`src/rtl/noc_leaf_interface_if.sv`:
```
// ---------------------------------------------------------------------------
// noc_leaf_interface_if
// Handshake bundle between a PE, its leaf network interface and the parent
// router's child port.
//   pe_tx_*   : PE -> interface send request (valid/ready, dest, type, data)
//   net_out_* : interface -> router child input (valid/ready, 20-bit packet)
//   net_in_*  : router child output -> interface (valid/ready, 20-bit packet)
//   pe_rx_*   : interface -> PE receive (valid/ready, src, type, data)
//   drop_cnt  : saturating count of misrouted packets
// Modports: slave = the leaf interface itself, master = PE/router side.
// ---------------------------------------------------------------------------
interface noc_leaf_interface_if #(
    parameter int WIDTH_pack = 20,
    parameter int WIDTH_add  = 5,
    parameter int WIDTH_data = 8,
    parameter int WIDTH_type = 2
);
    logic                  pe_tx_valid;
    logic                  pe_tx_ready;
    logic [WIDTH_add-1:0]  pe_tx_dest;
    logic [WIDTH_type-1:0] pe_tx_type;
    logic [WIDTH_data-1:0] pe_tx_data;

    logic                  net_out_valid;
    logic                  net_out_ready;
    logic [WIDTH_pack-1:0] net_out_pack;

    logic                  net_in_valid;
    logic                  net_in_ready;
    logic [WIDTH_pack-1:0] net_in_pack;

    logic                  pe_rx_valid;
    logic                  pe_rx_ready;
    logic [WIDTH_add-1:0]  pe_rx_src;
    logic [WIDTH_type-1:0] pe_rx_type;
    logic [WIDTH_data-1:0] pe_rx_data;

    logic [7:0]            drop_cnt;

    modport slave (
        input  pe_tx_valid, pe_tx_dest, pe_tx_type, pe_tx_data,
        output pe_tx_ready,
        output net_out_valid, net_out_pack,
        input  net_out_ready,
        input  net_in_valid, net_in_pack,
        output net_in_ready,
        output pe_rx_valid, pe_rx_src, pe_rx_type, pe_rx_data,
        input  pe_rx_ready,
        output drop_cnt
    );

    modport master (
        output pe_tx_valid, pe_tx_dest, pe_tx_type, pe_tx_data,
        input  pe_tx_ready,
        input  net_out_valid, net_out_pack,
        output net_out_ready,
        output net_in_valid, net_in_pack,
        input  net_in_ready,
        input  pe_rx_valid, pe_rx_src, pe_rx_type, pe_rx_data,
        output pe_rx_ready,
        input  drop_cnt
    );
endinterface

```
`src/rtl/noc_leaf_interface.sv`:
```
// ---------------------------------------------------------------------------
// noc_leaf_interface
// Leaf network interface for the binary-tree NoC. Packetizes PE sends into
// {type, sender, receiver, data} packets through a TX FIFO toward the parent
// router, and filters/depacketizes router traffic through an RX FIFO toward
// the PE. Packets whose receiver field is not LOCAL_ADDR are handshaken,
// discarded and counted in drop_cnt (saturating at 255).
// Ports:
//   clk   : clock, rising edge
//   rst_n : asynchronous active-low reset
//   bus   : noc_leaf_interface_if.slave (pe_tx_*, net_out_*, net_in_*,
//           pe_rx_*, drop_cnt)
// Optional feature macro: NOC_LEAF_LOOPBACK_EN -- self-addressed TX packets
// bypass the network and are moved straight into the RX FIFO.
// ---------------------------------------------------------------------------

// Circular FIFO with wrap-around pointers and an occupancy counter.
module noc_leaf_fifo #(
    parameter int DEPTH = 4,
    parameter int W     = 20
) (
    input  logic         clk,
    input  logic         rst_n,
    input  logic         push,
    input  logic [W-1:0] din,
    input  logic         pop,
    output logic [W-1:0] dout,
    output logic         full,
    output logic         empty
);
    localparam int PW = (DEPTH > 1) ? $clog2(DEPTH) : 1;
    localparam int CW = $clog2(DEPTH + 1);

    logic [DEPTH-1:0][W-1:0] mem;
    logic [PW-1:0]           wr_ptr, rd_ptr;
    logic [CW-1:0]           count;
    logic                    push_ok, pop_ok;

    function automatic logic [PW-1:0] ptr_next(input logic [PW-1:0] p);
        return (p == PW'(DEPTH - 1)) ? '0 : p + PW'(1);
    endfunction

    assign full    = (count == CW'(DEPTH));
    assign empty   = (count == '0);
    assign push_ok = push && !full;
    assign pop_ok  = pop && !empty;
    assign dout    = mem[rd_ptr];

    // Storage is not reset: occupancy decides what is visible.
    always_ff @(posedge clk) begin
        if (push_ok) mem[wr_ptr] <= din;
    end

    always_ff @(posedge clk or negedge rst_n) begin
        if (!rst_n) begin
            wr_ptr <= '0;
            rd_ptr <= '0;
            count  <= '0;
        end else begin
            if (push_ok) wr_ptr <= ptr_next(wr_ptr);
            if (pop_ok)  rd_ptr <= ptr_next(rd_ptr);
            case ({push_ok, pop_ok})
                2'b10:   count <= count + CW'(1);
                2'b01:   count <= count - CW'(1);
                default: count <= count;
            endcase
        end
    end
endmodule

module noc_leaf_interface #(
    parameter int LOCAL_ADDR = 1,
    parameter int WIDTH_pack = 20,
    parameter int WIDTH_add  = 5,
    parameter int WIDTH_data = 8,
    parameter int WIDTH_type = 2,
    parameter int TX_DEPTH   = 4,
    parameter int RX_DEPTH   = 4
) (
    input  logic                 clk,
    input  logic                 rst_n,
    noc_leaf_interface_if.slave  bus
);
    typedef struct packed {
        logic [WIDTH_type-1:0] typ;
        logic [WIDTH_add-1:0]  src;
        logic [WIDTH_add-1:0]  dst;
        logic [WIDTH_data-1:0] data;
    } pkt_t;

    localparam logic [WIDTH_add-1:0] MY_ADDR = WIDTH_add'(LOCAL_ADDR);

    pkt_t       tx_in, tx_head, rx_in, rx_head, net_in_pkt;
    logic       tx_push, tx_pop, tx_full, tx_empty;
    logic       rx_push, rx_pop, rx_full, rx_empty;
    logic       net_in_hs, net_in_hit;
    logic       tx_self, loop_mv;
    logic [7:0] drop_q;

    // ---------------- TX path ----------------
    assign bus.pe_tx_ready = rst_n && !tx_full;
    assign tx_push         = bus.pe_tx_valid && bus.pe_tx_ready;
    assign tx_in           = '{typ:  bus.pe_tx_type,
                               src:  MY_ADDR,
                               dst:  bus.pe_tx_dest,
                               data: bus.pe_tx_data};

    noc_leaf_fifo #(.DEPTH(TX_DEPTH), .W(WIDTH_pack)) u_tx_fifo (
        .clk   (clk),
        .rst_n (rst_n),
        .push  (tx_push),
        .din   (tx_in),
        .pop   (tx_pop),
        .dout  (tx_head),
        .full  (tx_full),
        .empty (tx_empty)
    );

    // ---------------- RX path ----------------
    assign net_in_pkt       = pkt_t'(bus.net_in_pack);
    assign bus.net_in_ready = rst_n && !rx_full;
    assign net_in_hs        = bus.net_in_valid && bus.net_in_ready;
    assign net_in_hit       = net_in_hs && (net_in_pkt.dst == MY_ADDR);

`ifdef NOC_LEAF_LOOPBACK_EN
    // A self-addressed head is withheld from the network and slips into the
    // RX FIFO only in a cycle the router is not delivering, so network
    // traffic always wins the RX write port.
    assign tx_self = !tx_empty && (tx_head.dst == MY_ADDR);
    assign loop_mv = tx_self && !rx_full && !net_in_hs;
`else
    assign tx_self = 1'b0;
    assign loop_mv = 1'b0;
`endif

    assign bus.net_out_valid = !tx_empty && !tx_self;
    assign bus.net_out_pack  = bus.net_out_valid ? tx_head : '0;
    assign tx_pop            = (bus.net_out_valid && bus.net_out_ready) || loop_mv;

    assign rx_push = net_in_hit || loop_mv;
    assign rx_in   = net_in_hit ? net_in_pkt : tx_head;

    noc_leaf_fifo #(.DEPTH(RX_DEPTH), .W(WIDTH_pack)) u_rx_fifo (
        .clk   (clk),
        .rst_n (rst_n),
        .push  (rx_push),
        .din   (rx_in),
        .pop   (rx_pop),
        .dout  (rx_head),
        .full  (rx_full),
        .empty (rx_empty)
    );

    assign bus.pe_rx_valid = !rx_empty;
    assign rx_pop          = bus.pe_rx_valid && bus.pe_rx_ready;
    // Zero the fields while empty so reset and idle look identical to the PE.
    assign bus.pe_rx_src   = rx_empty ? '0 : rx_head.src;
    assign bus.pe_rx_type  = rx_empty ? '0 : rx_head.typ;
    assign bus.pe_rx_data  = rx_empty ? '0 : rx_head.data;

    // ---------------- misroute counter ----------------
    always_ff @(posedge clk or negedge rst_n) begin
        if (!rst_n) begin
            drop_q <= '0;
        end else if (net_in_hs && !net_in_hit && (drop_q != 8'hFF)) begin
            drop_q <= drop_q + 8'd1;
        end
    end

    assign bus.drop_cnt = drop_q;
endmodule

```
`src/flat_wrapper.sv`:
```
// flat-port wrapper written by rule: the top's interface ports become plain ports
module noc_leaf_interface_flat 
#(
    parameter int LOCAL_ADDR = 1,
    parameter int WIDTH_pack = 20,
    parameter int WIDTH_add  = 5,
    parameter int WIDTH_data = 8,
    parameter int WIDTH_type = 2,
    parameter int TX_DEPTH   = 4,
    parameter int RX_DEPTH   = 4
)
  (clk, rst_n, bus_pe_tx_valid, bus_pe_tx_dest, bus_pe_tx_type, bus_pe_tx_data, bus_pe_tx_ready, bus_net_out_valid, bus_net_out_pack, bus_net_out_ready, bus_net_in_valid, bus_net_in_pack, bus_net_in_ready, bus_pe_rx_valid, bus_pe_rx_src, bus_pe_rx_type, bus_pe_rx_data, bus_pe_rx_ready, bus_drop_cnt);
  noc_leaf_interface_if #(.WIDTH_pack(WIDTH_pack), .WIDTH_add(WIDTH_add), .WIDTH_data(WIDTH_data), .WIDTH_type(WIDTH_type)) bus_i ();
  input  logic clk;
  input  logic rst_n;
  input wire logic [$bits(bus_i.pe_tx_valid)-1:0] bus_pe_tx_valid;
  input wire logic [$bits(bus_i.pe_tx_dest)-1:0] bus_pe_tx_dest;
  input wire logic [$bits(bus_i.pe_tx_type)-1:0] bus_pe_tx_type;
  input wire logic [$bits(bus_i.pe_tx_data)-1:0] bus_pe_tx_data;
  output wire logic [$bits(bus_i.pe_tx_ready)-1:0] bus_pe_tx_ready;
  output wire logic [$bits(bus_i.net_out_valid)-1:0] bus_net_out_valid;
  output wire logic [$bits(bus_i.net_out_pack)-1:0] bus_net_out_pack;
  input wire logic [$bits(bus_i.net_out_ready)-1:0] bus_net_out_ready;
  input wire logic [$bits(bus_i.net_in_valid)-1:0] bus_net_in_valid;
  input wire logic [$bits(bus_i.net_in_pack)-1:0] bus_net_in_pack;
  output wire logic [$bits(bus_i.net_in_ready)-1:0] bus_net_in_ready;
  output wire logic [$bits(bus_i.pe_rx_valid)-1:0] bus_pe_rx_valid;
  output wire logic [$bits(bus_i.pe_rx_src)-1:0] bus_pe_rx_src;
  output wire logic [$bits(bus_i.pe_rx_type)-1:0] bus_pe_rx_type;
  output wire logic [$bits(bus_i.pe_rx_data)-1:0] bus_pe_rx_data;
  input wire logic [$bits(bus_i.pe_rx_ready)-1:0] bus_pe_rx_ready;
  output wire logic [$bits(bus_i.drop_cnt)-1:0] bus_drop_cnt;
  assign bus_i.pe_tx_valid = bus_pe_tx_valid;
  assign bus_i.pe_tx_dest = bus_pe_tx_dest;
  assign bus_i.pe_tx_type = bus_pe_tx_type;
  assign bus_i.pe_tx_data = bus_pe_tx_data;
  assign bus_pe_tx_ready = bus_i.pe_tx_ready;
  assign bus_net_out_valid = bus_i.net_out_valid;
  assign bus_net_out_pack = bus_i.net_out_pack;
  assign bus_i.net_out_ready = bus_net_out_ready;
  assign bus_i.net_in_valid = bus_net_in_valid;
  assign bus_i.net_in_pack = bus_net_in_pack;
  assign bus_net_in_ready = bus_i.net_in_ready;
  assign bus_pe_rx_valid = bus_i.pe_rx_valid;
  assign bus_pe_rx_src = bus_i.pe_rx_src;
  assign bus_pe_rx_type = bus_i.pe_rx_type;
  assign bus_pe_rx_data = bus_i.pe_rx_data;
  assign bus_i.pe_rx_ready = bus_pe_rx_ready;
  assign bus_drop_cnt = bus_i.drop_cnt;
  noc_leaf_interface #(.LOCAL_ADDR(LOCAL_ADDR), .WIDTH_pack(WIDTH_pack), .WIDTH_add(WIDTH_add), .WIDTH_data(WIDTH_data), .WIDTH_type(WIDTH_type), .TX_DEPTH(TX_DEPTH), .RX_DEPTH(RX_DEPTH)) u_core (.clk(clk), .rst_n(rst_n), .bus(bus_i));
endmodule
```
`config.mk`:
```
export PLATFORM = sky130hd
export DESIGN_NAME = noc_leaf_interface_flat
export DESIGN_NICKNAME = d
export VERILOG_FILES = /design/src/rtl/noc_leaf_interface_if.sv /design/src/rtl/noc_leaf_interface.sv /design/src/flat_wrapper.sv
export SDC_FILE = /design/constraint.sdc
export NUM_CORES = 1
export LEC_CHECK = 0
export ABC_AREA = 1
export CAP_MARGIN = 20
export CELL_PAD_IN_SITES_DETAIL_PLACEMENT = 0
export CELL_PAD_IN_SITES_GLOBAL_PLACEMENT = 1
export CORE_MARGIN = 10
export CORE_UTILIZATION = 46
export DETAILED_ROUTE_END_ITERATION = 16
export GPL_TIMING_DRIVEN = 1
export PLACE_DENSITY_LB_ADDON = 0.1
export SYNTH_ARGS = -nofsm -noshare
export SYNTH_HDL_FRONTEND = slang
export SYNTH_SLANG_ARGS = --single-unit
```
`constraint.sdc`:
```
create_clock -name clk -period 5.7 [get_ports clk]
set_clock_uncertainty 0.15 [all_clocks]
set_input_delay 0.57 -clock clk [delete_from_list [all_inputs] [get_ports clk]]
set_output_delay 0.57 -clock clk [all_outputs]
set_load 0.01 [all_outputs]
```
# After elaboration in Yosys (flattened, before gate mapping)
# Index checks and enable logic that the tools add are counted.
[word_totals] reg_bits=182 output_inout_bits=47
[op_classes] n_reduce_logical=24 n_addsub=9 order_cmp=6 mux=21 eq_ne=12
[ops] operator="bitwise mux 80 bit" count=2
[ops] operator="two-way mux 20 bit" count=6
[ops] operator="binary-select mux 20 bit (select 2 bit)" count=2
[ops] operator="demux 20 bit (select 2 bit)" count=2
[ops] operator="logical AND 1 bit" count=15
[ops] operator="equality test 2 bit, second input constant" count=6
[ops] operator="< comparator 2 x 3 -> 1 bit, second input constant" count=4
[ops] operator="one-hot mux 3 bit (2 select lines)" count=2
[ops] operator="two-way mux 2 bit" count=5
[ops] operator="adder 2 x 1 -> 2 bit, second input constant" count=4
[ops] operator="adder 8 x 1 -> 8 bit, second input constant" count=1
[ops] operator="two-way mux 8 bit" count=1
[ops] operator="!= test 8 bit, second input constant" count=1
[ops] operator="adder 3 x 1 -> 3 bit, second input constant" count=2
[ops] operator="equality test 3 bit, second input constant" count=2
[ops] operator="zero test 3 bit" count=2
[ops] operator="subtractor 3 x 1 -> 3 bit, second input constant" count=2
[ops] operator="equality test 5 x 1 -> 1 bit, second input constant" count=1
[ops] operator="zero test 1 bit" count=5
[ops] operator="two-way mux 5 bit" count=1
[ops] operator="equality test 2 x 1 -> 1 bit, second input constant" count=2
[ops] operator=">= comparator 2 x 1 -> 1 bit, second input constant" count=2
[ops] operator="nonzero test 2 bit" count=2

# Longest topological paths before layout
[logic_depth] word_depth=8 ltp_mapped=12 ltp_nobuf=11

# By module
# Synthesis repeated with hierarchy kept, for this count alone.
[hier_totals] hier_cells=796 area_unflattened_um2=8495.6
[modules_own_cells] module="noc_leaf_fifo" area_each_um2=3681.0 cells_per_inst=294 n_inst=2
[modules_own_cells] module="noc_leaf_interface" area_each_um2=1133.6 cells_per_inst=208 n_inst=1

# Worst setup path before layout
# No wires, ideal clock.
[synth_timing] kind="input port to flip-flop" from="input bus_net_in_pack[11]" to="register u_core.u_rx_fifo.count[1]" cell_stages=9 required_time_ps=5467 path_slack_ps=3486 arrival_ps=1981 path_cell_list="nor2_1 > nand4_1 > nor2_4 > inv_2 > buf_6 > ha_1 > inv_1 > fa_1 > o21ai_0"
[synth_between] elab_chain_cells=5 elab_cells_between_ends=7 classes_between="3 x eq/ne; 1 x mux; 3 x reduce/logical"
[synth_rtl] element="from (decl)" line_no="flat_wrapper.sv:25" source="input wire logic [$bits(bus_i.net_in_pack)-1:0] bus_net_in_pack;"
[synth_rtl] element="equality test 5 x 1 -> 1 bit *" line_no="noc_leaf_interface.sv:123" source="assign net_in_hit = net_in_hs && (net_in_pkt.dst == MY_ADDR);"
[synth_rtl] element="logical AND 1 bit *" line_no="noc_leaf_interface.sv:123"
[synth_rtl] element="logical AND 1 bit *" line_no="noc_leaf_interface.sv:45" source="assign push_ok = push && !full;"
[synth_rtl] element="equality test 2 x 1 -> 1 bit or equality test 2 bit (tied branches)" line_no="noc_leaf_interface.sv:62" source="case ({push_ok, pop_ok})"
[synth_rtl] element="one-hot mux 3 bit (2 select lines) or nonzero test 2 bit (tied branches)"
[synth_rtl] element="to (signal assigned)" line_no="noc_leaf_interface.sv:63" source="2'b10: count <= count + CW'(1);"
[synth_rtl] element="to (signal assigned)" line_no="noc_leaf_interface.sv:64" source="2'b01: count <= count - CW'(1);"
[synth_rtl] element="to (signal assigned)" line_no="noc_leaf_interface.sv:65" source="default: count <= count;"
[synth_rtl] element="to (decl)" line_no="noc_leaf_interface.sv:36" source="logic [CW-1:0] count;"
# Every way passes the cells marked *; elsewhere a longest branch is shown, timed or not.
# A chain may end at the register's enable or synchronous reset.

# Worst setup path in the final report
[layout_timing] from="register u_core.u_tx_fifo.rd_ptr[0]" to="output bus_net_out_pack[3]"
[layout_between] elab_chain_cells=3
[layout_rtl] element="from (decl)" line_no="noc_leaf_interface.sv:35" source="logic [PW-1:0] wr_ptr, rd_ptr;"
[layout_rtl] element="from (signal assigned)" line_no="noc_leaf_interface.sv:61" source="if (pop_ok) rd_ptr <= ptr_next(rd_ptr);"
[layout_rtl] element="binary-select mux 20 bit (select 2 bit)" line_no="noc_leaf_interface.sv:47" source="assign dout = mem[rd_ptr];"
[layout_rtl] element="two-way mux 20 bit (implied by the code)" line_no="noc_leaf_interface.sv:47"
[layout_rtl] element="two-way mux 20 bit" line_no="noc_leaf_interface.sv:137" source="assign bus.net_out_pack = bus.net_out_valid ? tx_head : '0;"
[layout_rtl] element="to (decl)" line_no="flat_wrapper.sv:22" source="output wire logic [$bits(bus_i.net_out_pack)-1:0] bus_net_out_pack;"
# Every way passes these cells. The select of a mux whose other input is x is not followed.

==> reports/results.txt <==
Setup TNS -> 0 ns
Highest Clock Rate -> 269 MHz
post-layout power -> 3.94 mW
WP data arrival -> 2.99 ns
worst-path cell chain -> inv_2 -> a21oi_1 -> o21ai_0 -> a21oi_1 -> clkdlybuf4s50_1
pwr dens -> 502 nW/µm²
Top delay family on crit path -> buffers and inverters
HP Class -> in -> async
cts repair resizes -> 0
height of the die -> 137 µm
Initial Util -> 47.4%
root buffer cell -> clkbuf_16
clock buffer depth -> 2
gpl congestion -> 0.759
gr ovfl total -> 0
Final ANT Viol Nets -> 0
clock latency on the worst-skew pair -> 0.43 ns
final core utilization -> 58.5%
CTS hold repair buffers -> 0
number of global-route vias before repair -> 4148
Reg-to-Reg End -> u_core.u_rx_fifo.count[2]$_DFFE_PN0P_
pin count of the biggest net entering global routing -> 42
Clock transition at path regs -> 0.06 ns
Setup crit end kind -> output port
dpl hpwl -> 9180 µm
Leakage -> 3.02 nW
Synth cell types -> 30
Sw Pwr -> 1.42 mW
Slew HR -> 40.5%
internal power -> 2.52 mW
fin nets -> 728
r2r setup slk -> 3.13 ns
Critical Path Max Stage Delay -> 0.85 ns
status -> completed
Worst path most repeated cell -> a21oi_1
Antenna diodes -> 0
Cells after Synth -> 589
final worst path period share -> 65.1%
max cap viols -> 0
Max VDD drop -> 0.322 mV
GRT Util Overall -> 14.9%
Yosys warning total -> 0
cell taking the most area after synthesis -> edfxtp_1
Port Buffers -> 83
Crit-path slowest cell -> dfrtp_1
share of cells above drive strength 1 -> 9.05%
RR Startpoint -> u_core.u_rx_fifo.count[1]$_DFFE_PN0P_
core region area -> 13400 µm²
number of DRC markers in iteration 0 -> 309
wire per inst -> 16.0 µm
Seq/Total Area, Yosys -> 65.4%
Setup violations, final -> 0
WL final -> 13800 µm
Placed Area -> 7280 µm²
final instance area -> 7840 µm²
Clock power frac -> 26.2%
Logic pwr share -> 37.5%
H-tree levels -> 4
CTS Buf Count -> 17
Area Overhead vs Synth -> 23.6%
post-CTS setup buffer count -> 0
post-synthesis register bit count -> 142
startpoint types -> register
Rows -> 42
DIE AREA -> 18900 µm²
synth top area cells -> edfxtp_1 (57%), dfrtp_1 (8.7%), nor2_1 (6.8%)
# IOs -> 88
worst-path fanout max -> 41
RSZ-0062 raised after global routing -> no
Final Hold Fails -> 0
antenna violations before repair -> 0
Slew Limit Fails -> 0
synthesized cell area -> 6350 µm²
Sequential Power Share -> 36.3%
area of the multi-input gates -> 1840 µm²
fillers -> 1144
Vias/cell -> 4.94
Required @ worst endpoint -> 4.98 ns
R2R depth -> 11
worst-margin pin slew -> 0.892 ns
Sw Ratio -> 36.0%
total number of vias -> 4256
DRC viols -> 0
Min Clock Period, post-route -> 3.71 ns
Die Wd -> 137 µm
Clock Sinks -> 142
Detailed Routing Iterations Pass 1 -> 6
Storage cell area -> 4150 µm²
global-route wire length before repair -> 21400 µm
synthesized area per cell -> 10.8 µm²
CP Class -> reg -> out
Synth top area share -> 56.8%
TritonCTS clock tree -> done
Buf+Inv Stages, Crit Path -> 2
-- power groups by stage --
stage	logic (mW)	registers (mW)	clock network [mW]
after floorplan	0.899	1.39	0
after global placement	1.46	1.45	0
after detailed placement	1.49	1.45	0
after CTS	1.50	1.43	1.04
after global routing	1.65	1.44	1.09
final	1.48	1.43	1.03
-- cells in the mapped netlist (all sizes together) --
library cell,number
a21oi,43
a31oi,1
buf,22
clkbuf,6
conb,1
dfrtp,22
edfxtp,120
fa,2
ha,13
inv,50
nand2,88
nand3,13
nand3b,1
nand4,1
nor2,126
nor3,1
o21ai,71
or2,1
xnor2,5
xor2,2
-- kinds of logic (layout without fill, tap and decap cells) --
group	Yosys count	in the layout	share of synthesized area, %
AOI/OAI and AO/OA	115	115	9.32
buffers and inverters	78	171	5.74
xor gates and xnor gates	7	7	0.966
DFF	142	142	65.4
and+or+nand+nor	231	231	15.3
adders and majority gates	15	15	3.19
other	1	4	0.0591
-- per-layer routing --
metal / global-route usage, % / vias to the layer above / share of wire [%] / wire length, µm
met4: 5.44 / 0 / 1.2 / 161
met1: 17.7 / 2019 / 43 / 5940
met3: 4.41 / 15 / 5.3 / 727
met2: 25.0 / 81 / 50 / 6930
met5: 0 / - / 0 / 0
li1: - / 2141 / - / -
-- cell type report --
cell class	count	share of cell area, %
clock inverter	14	1.60
timing repair buffer	89	11.2
sequential	142	53.0
clock buffer	18	5.60
multi-input combinational	372	23.5
inverter	50	2.39
tap	176	2.81
-- how the worst max path moves through the flow --
stage                                                 from                                     to  slack (ns)  cells past startpoint
floorplan                              bus_net_in_pack[11]  u_core.u_rx_fifo.count[1]$_DFFE_PN0P_        3.49                      9
global placement                                     rst_n     u_core.u_rx_fifo.mem[67]$_DFFE_PP_        2.40                      6
detailed placement                                   rst_n     u_core.u_rx_fifo.mem[60]$_DFFE_PP_        2.31                      6
CTS                 u_core.u_tx_fifo.rd_ptr[0]$_DFFE_PN0P_                    bus_net_out_pack[3]        1.98                      5
global route        u_core.u_tx_fifo.rd_ptr[0]$_DFFE_PN0P_                    bus_net_out_pack[1]        1.83                      5
finish              u_core.u_tx_fifo.rd_ptr[0]$_DFFE_PN0P_                    bus_net_out_pack[3]        1.99                      5
-- registers in the layout, indices dropped and copies added (netlist names) --
register and count:
u_core.u_tx_fifo.count 3, u_core.u_tx_fifo.rd_ptr 2, u_core.u_rx_fifo.rd_ptr 2, u_core.u_tx_fifo.mem 60, u_core.bus.drop_cnt 8, u_core.u_rx_fifo.mem 60
u_core.u_rx_fifo.count 3, u_core.u_rx_fifo.wr_ptr 2, u_core.u_tx_fifo.wr_ptr 2
-- layout by cell type, fill, tap and decap left out, types with 6 or more instances in the layout --
master / instances
nor2_2: 9
ha_1: 13
edfxtp_1: 120
nor2_1: 115
o21ai_1: 8
clkbuf_16: 17
clkdlybuf4s50_1: 83
o21ai_0: 63
nand3_1: 11
nand2_1: 84
dfrtp_1: 22
a21oi_1: 43
buf_4: 6
inv_1: 45
-- per-stage QoR --
step	std cells	setup slack [ns]	hold WS [ns]
floorplan	592	3.49	0.124
global placement	829	2.40	0.360
detailed placement	829	2.31	0.358
CTS	861	1.98	0.369
global route	861	1.83	0.402
finish	861	1.99	0.358
-- worst reg2reg max path, cell delays in order (launching register included) --
cell and delay (ns):
dfrtp_1 0.40, nor2_2 0.17, nand2_2 0.09, nand3_4 0.09
nor2_4 0.08, inv_2 0.34, ha_1 0.22, inv_1 0.07
fa_1 0.39, a21oi_1 0.18, o21ai_0 0.12, xor2_1 0.15
Note: power is estimated with default switching activity, not from simulation.
